[src/rtl/alarm_multi_ctrl.sv]
// alarm_multi_ctrl: multi-slot HH:MM alarm with bounded ring, snooze, stop and fired-slot reporting
module alarm_multi_ctrl #(
    parameter int N_ALARMS    = 4,
    parameter int RING_SECS   = 60,
    parameter int SNOOZE_SECS = 300,
    parameter int IDXW        = (N_ALARMS > 1) ? $clog2(N_ALARMS) : 1
) (
    input  logic                clk,
    input  logic                rst,
    input  logic                sec_tick,
    input  logic [3:0]          hour_ten,
    input  logic [3:0]          hour_one,
    input  logic [3:0]          minute_ten,
    input  logic [3:0]          minute_one,
    input  logic [3:0]          second_ten,
    input  logic [3:0]          second_one,
    input  logic                wr_en,
    input  logic [IDXW-1:0]     wr_idx,
    input  logic [15:0]         wr_time,
    input  logic                wr_arm,
    input  logic                snooze,
    input  logic                stop,
    output logic                bing,
    output logic                ringing,
    output logic                snoozing,
    output logic [IDXW-1:0]     ring_idx,
    output logic [N_ALARMS-1:0] armed
);
    localparam int CMAXV = (RING_SECS > SNOOZE_SECS) ? RING_SECS : SNOOZE_SECS;
    localparam int CW    = $clog2(CMAXV + 1);

    typedef enum logic [1:0] {IDLE, RING, SNOOZE} state_t;

    state_t              state_q, state_d;
    logic [CW-1:0]       cnt_q, cnt_d, cnt_inc;
    logic [IDXW-1:0]     idx_q, idx_d, hit_idx;
    logic                hit, bing_q, wr_ok, disarm;
    logic [15:0]         time_q [N_ALARMS];
    logic [N_ALARMS-1:0] armed_q;
    logic [15:0]         now;

    assign now      = {hour_ten, hour_one, minute_ten, minute_one};
    assign wr_ok    = int'(wr_idx) < N_ALARMS;
    assign disarm   = wr_en && wr_ok && !wr_arm && wr_idx == idx_q;
    assign bing     = bing_q;
    assign ringing  = state_q == RING;
    assign snoozing = state_q == SNOOZE;
    assign ring_idx = idx_q;
    assign armed    = armed_q;

    // Top-of-minute compare against stored slots; scanning downward leaves the lowest match
    always_comb begin
        hit     = 1'b0;
        hit_idx = '0;
        for (int i = N_ALARMS - 1; i >= 0; i--) begin
            if (sec_tick && second_ten == 4'd0 && second_one == 4'd0 && armed_q[i] && time_q[i] == now) begin
                hit     = 1'b1;
                hit_idx = IDXW'(i);
            end
        end
    end

    // Slot storage; compare above sees the pre-write contents
    always_ff @(posedge clk) begin
        if (rst) begin
            armed_q <= '0;
            for (int i = 0; i < N_ALARMS; i++) time_q[i] <= '0;
        end else if (wr_en && wr_ok) begin
            time_q[wr_idx]  <= wr_time;
            armed_q[wr_idx] <= wr_arm;
        end
    end

    // Next state: stop or disarm of the active slot beats snooze; ticks count seconds in RING/SNOOZE
    always_comb begin
        state_d = state_q;
        cnt_d   = cnt_q;
        idx_d   = idx_q;
        cnt_inc = (cnt_q == '1) ? cnt_q : cnt_q + 1'b1;
        case (state_q)
            IDLE: begin
                if (hit) begin
                    state_d = RING;
                    cnt_d   = '0;
                    idx_d   = hit_idx;
                end
            end
            RING: begin
                if (stop || disarm) begin
                    state_d = IDLE;
                end else if (snooze) begin
                    state_d = SNOOZE;
                    cnt_d   = '0;
                end else if (sec_tick) begin
                    cnt_d = cnt_inc;
                    if (cnt_inc >= CW'(RING_SECS)) state_d = IDLE;
                end
            end
            SNOOZE: begin
                if (stop || disarm) begin
                    state_d = IDLE;
                end else if (sec_tick) begin
                    cnt_d = cnt_inc;
                    if (cnt_inc >= CW'(SNOOZE_SECS)) begin
                        state_d = RING;
                        cnt_d   = '0;
                    end
                end
            end
            default: state_d = IDLE;
        endcase
    end

    // State register; bing is registered from next state so it beeps on even seconds of RING
    always_ff @(posedge clk) begin
        if (rst) begin
            state_q <= IDLE;
            cnt_q   <= '0;
            idx_q   <= '0;
            bing_q  <= 1'b0;
        end else begin
            state_q <= state_d;
            cnt_q   <= cnt_d;
            idx_q   <= idx_d;
            bing_q  <= state_d == RING && !cnt_d[0];
        end
    end
endmodule

[config.mk]
export PLATFORM = sky130hd
export DESIGN_NAME = alarm_multi_ctrl
export DESIGN_NICKNAME = d
export VERILOG_FILES = /design/src/rtl/alarm_multi_ctrl.sv
export SDC_FILE = /design/constraint.sdc
export NUM_CORES = 1
export LEC_CHECK = 0
export CORE_MARGIN = 2
export CORE_UTILIZATION = 40
export CTS_BUF_LIST = sky130_fd_sc_hd__clkbuf_16
export CTS_CLUSTER_SIZE = 24
export DETAILED_ROUTE_END_ITERATION = 7
export GPL_ROUTABILITY_DRIVEN = 0
export SLEW_MARGIN = 25
export SYNTH_ARGS = -nofsm -noshare
export SYNTH_HDL_FRONTEND = slang
export SYNTH_SLANG_ARGS = --single-unit
[constraint.sdc]
create_clock -name clk -period 2.7 [get_ports clk]
set_input_delay 0.675 -clock clk [delete_from_list [all_inputs] [get_ports clk]]
set_output_delay 0.675 -clock clk [all_outputs]
set_load 0.02 [all_outputs]
==> reports/results.ini <==
[outcome]
outcome=complete, no violations

[timing]
setup_viol_count_final=0
max_freq_ghz=0.396
holdWs_ns=0.542
fin_crit_sh_pct=93.5
clock_skew_ns=0.00498
relSlewSlack_pct=60.8
worstMarginPinSlew_ns=0.587
drv_slew=0
setup_tns_ns=0
period_needed_ns=2.52
hold_viol=0

[cells_and_area]
drive_gt1_share_pct=15.7
nNetsFinal=543
antennaDiodeCount=0
finalNonFillerCells=634
syn_to_final_growth_pct=30.9

[worst_setup_path]
setup.worst_path.end_class=flop
worstPathArrival_ns=2.77
cp_slowest_cell=clkdlybuf4s50_1
crit_chain=clkdlybuf4s50_1, nor4_2, nand4_1, buf_6, nor4_4, nand4_1, a41oi_4, o2111ai_2, a221oi_2
path_class=in2reg
worst-path-max-fanout=4
start_kind=input pin
cp_common_cell=nand4_1
path_buf_inv=2
cp.required_ns=2.95
critPathTopFamily=compound AO/OA/AOI/OAI gates
slowest_delay_ns=0.41

[cts]
clock-root-buffer=clkbuf_16
postCtsHoldBufs=0
cts_max_level=3
numCtsBuffers=9
cts_buffer_depth=2
cts_tree=done
clock-sinks=82
path_clk_slew_ns=0.06
insertion_delay_ns=0.34

[detailed_routing]
vias_per_cell=5.16
wl_per_cell_um=16.9
detail_route.wirelength_um=10700
drt_iter0_markers=164
firstDrtPassIters=4
drcViolationCount=0
vias=3272
drtAntennaViolNets=0

[yosys]
netlist.area_leader.share_pct=44.5
synthesis.nets=464
synth_area_leaders=edfxtp_1 44%, xnor2_1 10%, dfxtp_1 8.3%
yosys-top-cells-count=64 x edfxtp_1, 63 x nor2_1, 51 x xnor2_1
ys_ff_latch=82
ys_seq_area_share_pct=52.8
yosys_warnings=0
ys.flop_type=edfxtp_1
syn_area_per_cell_um2=10.4
mappedNetlistArea_mm2=0.00432
netlist_instances=414
async_reset_ff_share_pct=0
synth-edff-count=64
synth_area_leader_cell=edfxtp_1
yosysMostFrequentCell=edfxtp_1
yosysUniqueCellTypes=52

[power]
finalPower_mw=2.93
pwr_density_cell_mw_per_mm2=518
p_leak_nw=2.27
peakVddDrop_uv=368

[global_route]
grt_max_degree=17
grt_pass1_vias=3311
antenna_found_initial=0
grt_pass1_wl_um=17300
grt_usage_pct=20.0
grt_overflow_total=0

[die]
num_rows=37
ios=58
die_height_um=108
dieArea_mm2=0.0117
coreArea_mm2=0.0104
start_util_pct=41.5
die_x_um=108

[min_path]
min_path_type=reg2reg

[place]
port_buffers=57
dp_cells=615
dp_hpwl_um=7880

[job]
maxCapViolations=0

## per-layer routing
layer	wire length, um	vias to the layer above	track usage (%)
li1	-	1621	-
met1	4760	1555	25.6
met2	5390	83	33.3
met3	435	13	3.07
met4	151	0	9.43
met5	0	-	0
## cell families after synthesis
logic type      share of synthesized area, %
compound gates                          8.45
xor+xnor                                13.6
flops                                   52.8
fa+ha+maj                              0.289
simple gates                            19.3
mux                                    0.926
buf+inv                                 4.69
## worst min-delay path: cells and delay by family (launching register included)
kind / cells / cell delay [ns]
DFF: 1 / 0.34
and+or+nand+nor: 2 / 0.16
## placed cells by master (no fill, tap or decap), types with 4 or more instances in the layout
cell type / instances
a21oi_1: 13
a31oi_1: 6
and3_2: 4
and4_1: 8
buf_4: 34
clkbuf_16: 9
clkdlybuf4s50_1: 41
dfxtp_1: 18
dlymetal6s2s_1: 14
edfxtp_1: 64
inv_1: 24
mux2i_1: 4
nand2_1: 26
nand2b_1: 7
nand3_1: 10
nand4_1: 17
nor2_1: 63
nor4_1: 4
nor4_4: 4
o21ai_0: 5
xnor2_1: 47
xnor2_2: 4
xor2_1: 14
## final timing paths
path	startpoint	endpoint	slack (ns)	cells after the start
min	ring_idx[1]	ring_idx[1]	0.54	2
max	second_one[0]	cnt_q[3]	0.18	9
max reg2reg	cnt_q[1]	cnt_q[4]	0.27	9
min reg2reg	ring_idx[1]	ring_idx[1]	0.54	2
## power breakdown
group	internal, mW	switching [mW]
clock	0.605	0.470
sequential	1.44	0.0364
combinational	0.181	0.195
total	2.23	0.701
## cell type report
class | instances | area [um2]
fillers | 928 | 4760
flip-flops and latches | 82 | 2280
multi-input cells | 286 | 2000
repair buffers | 92 | 870
clock buffers | 9 | 225
well taps | 136 | 170
inverters | 22 | 82.6
clock inverters | 7 | 31.3
## through the flow
step | setup WS, ns | util (%) | area [um2]
4_1_cts | -0.00277 | 52.6 | 5480
3_5_place_dp | -0.477 | 49.8 | 5180
2_1_floorplan | 0.324 | - | 4320
3_3_place_gp | -0.363 | 49.8 | 5180
5_1_grt | -0.0153 | 54.3 | 5660
6_report | 0.176 | 54.3 | 5660
## flip-flops by register name, summed over array words and instances (netlist names)
name      cells
armed         4
bing          1
cnt_q         9
ring_idx      2
state_q       2
time_q       64
## timing repair
item                                    4_1_cts  5_1_grt
buffers inserted                              1        2
endpoints found under the setup margin        7        8
pin swaps                                     2       21
endpoints found under the hold margin         0        0
resized for setup                             7       32
Power figures use the tool's default switching activity.
